==> config.mk <==
export PLATFORM = sky130hd
export DESIGN_NAME = fwd_hazard_ctrl
export DESIGN_NICKNAME = d
export VERILOG_FILES = /design/src/rtl/fwd_hazard_ctrl.sv
export SDC_FILE = /design/constraint.sdc
export NUM_CORES = 1
export LEC_CHECK = 0
export CORE_AREA = 2 2 51 53
export DETAILED_ROUTE_END_ITERATION = 7
export DIE_AREA = 0 0 53 55
export GPL_ROUTABILITY_DRIVEN = 0
export GPL_TIMING_DRIVEN = 0
export SETUP_SLACK_MARGIN = 0.4
export SYNTH_ARGS = -nofsm -noshare
export SYNTH_HDL_FRONTEND = slang
export SYNTH_SLANG_ARGS = --single-unit
==> constraint.sdc <==
create_clock -name clk -period 2.1 [get_ports clk]
set_input_delay 0.42 -clock clk [delete_from_list [all_inputs] [get_ports clk]]
set_output_delay 0.42 -clock clk [all_outputs]
set_load 0.02 [all_outputs]
==> src/rtl/fwd_hazard_ctrl.sv <==
// fwd_hazard_ctrl: ID-stage forwarding-select and hazard control.
// Keeps a shadow copy of the EX/MEM destination state so only ID decode
// fields are needed. Detects load-use hazards and, with FWD_HAZARD_MDU_EN
// defined, holds the pipeline for a multi-cycle MDU op.
// Build macro: FWD_HAZARD_MDU_EN (undefined: no MDU handshake, ld stall only).
// Ports:
//   clk, rst                      clock, async active-high reset
//   i_id_rs/i_id_rt/i_id_rn       ID register fields (5 bit)
//   i_id_use_rs/i_id_use_rt       ID instruction reads rs/rt
//   i_id_wreg/i_id_m2reg          ID instruction writes a reg / is a load
//   i_id_mdu, i_mdu_done          MDU op in ID, MDU result-ready pulse
//   i_branch_taken                branch resolved taken in ID
//   o_fwda/o_fwdb                 operand mux selects (00 rf,01 EX,10 MEM ALU,11 MEM load)
//   o_wpcir, o_bubble, o_flush_if pipeline freeze, ID/EX bubble, IF/ID kill
//   o_mdu_start                   one-cycle MDU launch
module fwd_hazard_ctrl (
  input  logic       clk,
  input  logic       rst,
  input  logic [4:0] i_id_rs,
  input  logic [4:0] i_id_rt,
  input  logic       i_id_use_rs,
  input  logic       i_id_use_rt,
  input  logic       i_id_wreg,
  input  logic       i_id_m2reg,
  input  logic [4:0] i_id_rn,
  input  logic       i_id_mdu,
  input  logic       i_branch_taken,
  input  logic       i_mdu_done,
  output logic [1:0] o_fwda,
  output logic [1:0] o_fwdb,
  output logic       o_wpcir,
  output logic       o_bubble,
  output logic       o_flush_if,
  output logic       o_mdu_start
);

  localparam int unsigned RW = 5;

  logic          r_ex_wreg, r_ex_m2reg, r_mem_wreg, r_mem_m2reg;
  logic [RW-1:0] r_ex_rn, r_mem_rn;

  logic       w_ex_hit_a, w_ex_hit_b, w_mem_hit_a, w_mem_hit_b;
  logic [1:0] w_fwda, w_fwdb;
  logic       w_ld_stall, w_mdu_stall, w_mdu_start, w_stall;

  // Register 0 never matches: it is hardwired zero.
  assign w_ex_hit_a  = r_ex_wreg  & (r_ex_rn  == i_id_rs) & (i_id_rs != RW'(0));
  assign w_ex_hit_b  = r_ex_wreg  & (r_ex_rn  == i_id_rt) & (i_id_rt != RW'(0));
  assign w_mem_hit_a = r_mem_wreg & (r_mem_rn == i_id_rs) & (i_id_rs != RW'(0));
  assign w_mem_hit_b = r_mem_wreg & (r_mem_rn == i_id_rt) & (i_id_rt != RW'(0));

  assign w_ld_stall = r_ex_m2reg & ((i_id_use_rs & w_ex_hit_a) |
                                    (i_id_use_rt & w_ex_hit_b));

  // Forward select; a load in EX selects regfile since the stall covers it.
  always_comb begin
    w_fwda = 2'b00;
    w_fwdb = 2'b00;
    if (i_id_use_rs) begin
      if (w_ex_hit_a)       w_fwda = r_ex_m2reg  ? 2'b00 : 2'b01;
      else if (w_mem_hit_a) w_fwda = r_mem_m2reg ? 2'b11 : 2'b10;
    end
    if (i_id_use_rt) begin
      if (w_ex_hit_b)       w_fwdb = r_ex_m2reg  ? 2'b00 : 2'b01;
      else if (w_mem_hit_b) w_fwdb = r_mem_m2reg ? 2'b11 : 2'b10;
    end
  end

`ifdef FWD_HAZARD_MDU_EN
  typedef enum logic [1:0] {ST_RUN, ST_WAIT, ST_RELEASE} state_t;
  state_t r_state, w_state_nxt;

  // MDU sequencing; a pending load-use stall always takes precedence.
  always_comb begin
    w_state_nxt = r_state;
    w_mdu_stall = 1'b0;
    w_mdu_start = 1'b0;
    case (r_state)
      ST_RUN: begin
        if (!w_ld_stall && i_id_mdu) begin
          w_mdu_start = 1'b1;
          w_mdu_stall = 1'b1;
          w_state_nxt = ST_WAIT;
        end
      end
      ST_WAIT: begin
        w_mdu_stall = 1'b1;
        if (i_mdu_done) w_state_nxt = ST_RELEASE;
      end
      ST_RELEASE: begin
        if (!w_ld_stall) w_state_nxt = ST_RUN;
      end
      default: w_state_nxt = ST_RUN;
    endcase
  end

  always_ff @(posedge clk or posedge rst) begin
    if (rst) r_state <= ST_RUN;
    else     r_state <= w_state_nxt;
  end
`else
  logic w_unused_mdu;
  assign w_unused_mdu = i_id_mdu ^ i_mdu_done;
  assign w_mdu_stall  = 1'b0;
  assign w_mdu_start  = 1'b0;
`endif

  assign w_stall = w_ld_stall | w_mdu_stall;

  // Shadow EX/MEM destination state; the back end never stalls.
  always_ff @(posedge clk or posedge rst) begin
    if (rst) begin
      r_ex_wreg   <= 1'b0;
      r_ex_m2reg  <= 1'b0;
      r_ex_rn     <= '0;
      r_mem_wreg  <= 1'b0;
      r_mem_m2reg <= 1'b0;
      r_mem_rn    <= '0;
    end else begin
      r_ex_wreg   <= i_id_wreg  & ~w_stall;
      r_ex_m2reg  <= i_id_m2reg & ~w_stall;
      r_ex_rn     <= i_id_rn;
      r_mem_wreg  <= r_ex_wreg;
      r_mem_m2reg <= r_ex_m2reg;
      r_mem_rn    <= r_ex_rn;
    end
  end

  // Outputs are forced to their idle values for as long as rst is high.
  assign o_fwda      = rst ? 2'b00 : w_fwda;
  assign o_fwdb      = rst ? 2'b00 : w_fwdb;
  assign o_wpcir     = rst | ~w_stall;
  assign o_bubble    = ~rst & w_stall;
  assign o_flush_if  = ~rst & i_branch_taken & ~w_stall;
  assign o_mdu_start = ~rst & w_mdu_start;

endmodule

==> flow_summary.toml, run 1 <==
[placed_design]
post-place-ws_ns = -0.953
place_area_sq_um = 1120
port_buffers = 28
hpwl_mm = 1.38
dp_cells = 129

[logic_synthesis]
synth_xor_area_share_pct = 23.1
synth_compound_gate_area_share_pct = 4.96
seq_area_frac_synth_pct = 46.3
synth_top_family_by_area = "XOR/XNOR gates"
syn_area_sq_um = 757
synth_area_per_cell_sq_um = 10.7
synth-edff-count = 0
ys.warnings.count = 0
ys_ff_latch = 14
synth_ff_type = "dfrtp_1"
syn_nets = 95
async_flop_share_pct = 100
synth-simple-area-share_pct = 21.8
synthMuxAreaShare_pct = 1.32
synthAdderAreaFrac_pct = 0
synthCells = 71
synthDistinctLibCells = 25

[pwr]
ir_drop_uv = 427
leakagePower_nw = 0.503
finalPower_mw = 0.613
power_density_nw_per_um2 = 498

[cts]
clkTransAtPathRegs_ns = 0.08
cts_buffer_depth = 2
cts_htree_levels = 1
insertion_delay_ns = 0.27
cts_buffers = 3
postCtsHoldBufs = 0
root_buffer = "clkbuf_4"
cts_tree = "built"
clock-sinks = 14

[finish]
final_common_cell = "dfrtp_1"
syn_to_final_growth_pct = 62.6
diodes = 0
multiInputGateArea_sq_um = 485
drive_gt1_share_pct = 34.3
fillers = 230
fin_util_pct = 52.1
nets = 133
fin_area_sq_um = 1230
layout_common_cells = "dfrtp_1 (14), xor2_1 (13), clkdlybuf4s50_1 (10), buf_4 (7)"
seqCellArea_sq_um = 350
fin_cells = 138

[sta]
maxSlewViolCount = 0
setup_violations = 6
finalHoldViolations = 0
rsz0062_at_grt = "yes"
setup_ws_ns = -0.145
min_period_ns = 2.24
final.hold.worst_slack_ns = 0.380
skew_ns = 0.00234
post-route-period-util_pct = 107
timing.fmax_ghz = 0.445
finalSetupTns_ns = -0.575

[floorplan]
rows = 18
initial_core_util_pct = 32.0
pin_count = 32
dieArea_sq_um = 2920
die_x_microns = 53
core_sq_um = 2360
die-height_microns = 55

[grt]
grt_first_pass_wirelength_mm = 2.73
gr-total-overflow = 0
grt_max_degree = 17
grt_pass1_vias = 608
antenna_found_initial = 0
grtUsageTotal_pct = 13.4

[worst_setup_path]
cp.arrival_ns = 1.82
r2r-end = "r_ex_m2reg"
crit_chain = "xor2_1 -> a211o_1 -> or3_4 -> a21o_2 -> buf_6"
critPathCapture = "o_wpcir"
path_class = "reg2out"
required_ns = 1.68
cpPeakStageDelay_ns = 0.41
crit_fanout = 5
slowest_stage = "dfrtp_1"
worstSetupEndpointType = "primary output"
r2r_slack_ns = 0.56
worstReg2RegStart = "r_ex_rn[0]"
worstSetupStartpoint = "r_ex_rn[0]"
reg2reg_depth = 4
start_kind = "register"

[detailed_routing]
drcViolationCount = 0
dr.pass1.iters = 4
drt.antenna.violating_nets = 0
vias_per_cell = 4.55
vias = 628
finalWirelength_mm = 1.71
wl_per_cell_microns = 12.4
drt-initial-drc-count = 1

[worst_hold_path]
worstHoldPathType = "in2async"

[status]
status = "finished, violations left"
violations = "negative setup slack"

[job]
drv_cap = 0
cells by family after synthesis:
logic type / count (synthesis)
xor+xnor: 20
flops: 14
buf+inv: 3
compound gates: 5
other cells: 1
mux: 1
simple gates: 27
Yosys cell counts (2+ instances only):
master    n  area (sq um)
inv_1     2          7.51
xor2_1   14           123
nor2_1    5          18.8
and4_1    2          17.5
and3_2    2          15.0
nor4_1    3          18.8
nand2_1   4          15.0
dfrtp_1  14           350
xnor2_1   6          52.6
nand4_1   4          25.0
worst min-delay path by stage:
| stage | endpoint | slack (ns) |
|---|---|---|
| after floorplan | r_ex_m2reg | 0.25 |
| after global placement | r_mem_wreg | 0.36 |
| after detailed placement | r_mem_wreg | 0.36 |
| after CTS | r_mem_wreg | 0.38 |
| after global routing | r_ex_rn[3] | 0.38 |
| final | r_mem_wreg | 0.38 |
final cells by class:
class	count	area share, %
Sequential cell	14	28.5
Clock buffer	4	2.95
Inverter	2	0.915
Multi-Input combinational cell	54	39.4
Tap cell	30	3.05
Buffer	1	0.610
Timing Repair Buffer	33	24.6
registers in the layout, summed over array words and instances, names as in the netlist:
signal       cells
r_mem_rn         5
r_ex_wreg        1
r_mem_wreg       1
r_mem_m2reg      1
r_ex_m2reg       1
r_ex_rn          5
report_power, final:
part / leakage (nW) / internal, mW / switching, mW / total, mW
registers: 0.163 / 0.283 / 0.0139 / 0.297
clock network: 0.0210 / 0.105 / 0.0780 / 0.183
logic: 0.319 / 0.0710 / 0.0612 / 0.132
routing by layer:
metal | part of all wire (%) | GRT usage (%) | up-vias
li1 | - | - | 317
met1 | 43 | 17.8 | 296
met2 | 53 | 21.5 | 15
met3 | 4.6 | 2.69 | 0
met4 | 0 | 5.13 | 0
met5 | 0 | 0 | -
critical path: cells and delay by family, from the launching register on:
| family | cells | cell delay (ns) |
|---|---|---|
| buffers and inverters | 1 | 0.12 |
| DFF | 1 | 0.41 |
| AOI/OAI and AO/OA | 2 | 0.50 |
| xor gates and xnor gates | 1 | 0.15 |
| and+or+nand+nor | 1 | 0.37 |
repair_timing:
item,CTS,global route
buffers inserted,4,1
hold endpoints to repair,0,0
pin swaps,12,6
setup endpoints to repair,9,7
gates resized for setup,63,9
gates cloned,0,0
(Power assumes the default switching activity.)
==> inputs of run 2 (changes only) <==
--- a/config.mk
+++ b/config.mk
@@ -10,6 +10,7 @@
 export DIE_AREA = 0 0 53 55
 export GPL_ROUTABILITY_DRIVEN = 0
 export GPL_TIMING_DRIVEN = 0
+export HOLD_SLACK_MARGIN = 0.1
 export SETUP_SLACK_MARGIN = 0.4
 export SYNTH_ARGS = -nofsm -noshare
 export SYNTH_HDL_FRONTEND = slang
==> results of run 2 <==
Same layout as run 1: the final DEF is identical, and so are final timing and power.
==> inputs of run 3 (changes only) <==
--- a/config.mk
+++ b/config.mk
@@ -12,6 +12,7 @@
 export GPL_TIMING_DRIVEN = 0
 export HOLD_SLACK_MARGIN = 0.1
 export SETUP_SLACK_MARGIN = 0.4
+export SLEW_MARGIN = 10
 export SYNTH_ARGS = -nofsm -noshare
 export SYNTH_HDL_FRONTEND = slang
 export SYNTH_SLANG_ARGS = --single-unit
==> constraint.sdc (replaced) <==
create_clock -name clk -period 2.2 [get_ports clk]
set_input_delay 0.66 -clock clk [delete_from_list [all_inputs] [get_ports clk]]
set_output_delay 0.66 -clock clk [all_outputs]
set_load 0.02 [all_outputs]
==> run 3 against run 2 <==
The flow still finishes with violations (negative setup slack); first-iteration DRC count stayed put; critical path depth up 1; utilization is 4.0 points higher; sequential power fell by 4%; final area up 7.7%; sequential cell count did not move.
==> flow_summary.toml, run 3 (synthesis gave the netlist of run 1 again) <==
[pwr]
leakagePower_nw = 0.536
power_density_nw_per_um2 = 458
ir_drop_uv = 394
finalPower_mw = 0.607

[worst_setup_path]
path_depth = 6
worstSetupStartpoint = "i_id_rs[2]"
reg2reg_depth = 5
r2r_slack_ns = 0.55
cp.arrival_ns = 1.94
critPathTopFamily = "simple AND/OR/NAND/NOR gates"
worstSetupEndpointType = "primary output"
r2r-end = "r_ex_m2reg"
cpPeakStageDelay_ns = 0.51
crit_chain = "buf_8 -> or4_1 -> o21a_2 -> nand4_4 -> and4_4 -> buf_6"
crit_fanout = 4
crit_buf_inv = 2
slowest_stage = "or4_1"
path_class = "in2out"
required_ns = 1.54
critPathCapture = "o_flush_if"
start_kind = "input port"
worstReg2RegStart = "r_ex_rn[0]"

[status]
violations = "negative setup slack"
status = "finished, violations left"

[cts]
cts_buffer_depth = 2
cts_tree = "built"
root_buffer = "clkbuf_4"
clock-sinks = 14
insertion_delay_ns = 0.27
clkTransAtPathRegs_ns = 0.08
cts_htree_levels = 1
cts_buffers = 3

[finish]
reg.largest.list = "r_ex_rn (5), r_mem_rn (5)"
fin_area_sq_um = 1330
layout_common_cells = "dfrtp_1 (13), xor2_1 (10), buf_6 (10), buf_4 (9), clkdlybuf4s50_1 (9)"
fillers = 222
nets = 136
fin_cells = 141
drive_gt1_share_pct = 49.5
final_common_cell = "dfrtp_1"
syn_to_final_growth_pct = 75.2
diodes = 0
fin_util_pct = 56.1

[floorplan]
initial_core_util_pct = 32.0
die_x_microns = 53
rows = 18
pin_count = 32
die-height_microns = 55
dieArea_sq_um = 2920
core_sq_um = 2360

[sta]
post-route-period-util_pct = 118
maxSlewViolCount = 0
final.hold.worst_slack_ns = 0.394
min_period_ns = 2.60
setup_ws_ns = -0.405
finalHoldViolations = 0
rsz0062_at_grt = "yes"
setup_violations = 7
skew_ns = 0.000408
timing.fmax_ghz = 0.384

[detailed_routing]
drcViolationCount = 0
vias = 648
dr.pass1.iters = 4
drt-initial-drc-count = 1
vias_per_cell = 4.60
finalWirelength_mm = 1.72
wl_per_cell_microns = 12.2
drt.antenna.violating_nets = 0

[placed_design]
dp_cells = 129
port_buffers = 28
place_area_sq_um = 1130

[grt]
grtUsageTotal_pct = 14.1
antenna_found_initial = 0
grt_max_degree = 14
grt_pass1_vias = 651
grt_first_pass_wirelength_mm = 2.91
gr-total-overflow = 0

[job]
drv_cap = 0

[worst_hold_path]
worstHoldPathType = "reg2reg"
hold-path-cell-count = 0
run 3: what timing repair did:
item | 4_1_cts | 5_1_grt
endpoints found under the setup margin | 9 | 7
setup buffers | 5 | 3
hold buffers | 0 | 0
resized for setup | 100 | 12
pin swaps | 19 | 10
run 3: how the worst min path moves through the flow:
stage	from	to	slack, ns
CTS	r_ex_wreg	r_mem_wreg	0.39
global route	r_ex_wreg	r_mem_wreg	0.41
global placement	r_ex_wreg	r_mem_wreg	0.36
floorplan	r_ex_wreg	r_mem_wreg	0.35
detailed placement	r_ex_wreg	r_mem_wreg	0.37
finish	r_ex_wreg	r_mem_wreg	0.39
run 3: report_power, final:
| group | leakage, nW | switching, mW | internal [mW] |
|---|---|---|---|
| clock network | 0.0210 | 0.0779 | 0.101 |
| registers | 0.162 | 0.0157 | 0.271 |
| logic | 0.353 | 0.0644 | 0.0782 |
run 3: through the flow:
step	worst slack [ns]	setup TNS, ns
global placement	-1.35	-9.35
CTS	-0.411	-2.26
detailed placement	-1.35	-9.11
floorplan	-0.221	-0.754
global route	-0.432	-2.49
finish	-0.405	-2.10
run 3: final cells by class:
type,count,area (sq um),area share [%]
plain buffers,1,7.51,0.566
repair buffers,36,335,25.3
well taps,30,37.5,2.83
inverters,2,11.3,0.849
clock buffers,4,36.3,2.74
multi-input cells,54,547,41.2
flip-flops and latches,14,352,26.5
run 3: metal layers:
metal / share of wire [%] / routed length, microns / up-vias / track usage [%]
li1: - / - / 326 / -
met1: 41 / 698 / 307 / 18.1
met2: 55 / 944 / 15 / 24.4
met3: 4.6 / 80 / 0 / 2.69
met4: 0 / 0 / 0 / 3.85
met5: 0 / 0 / - / 0
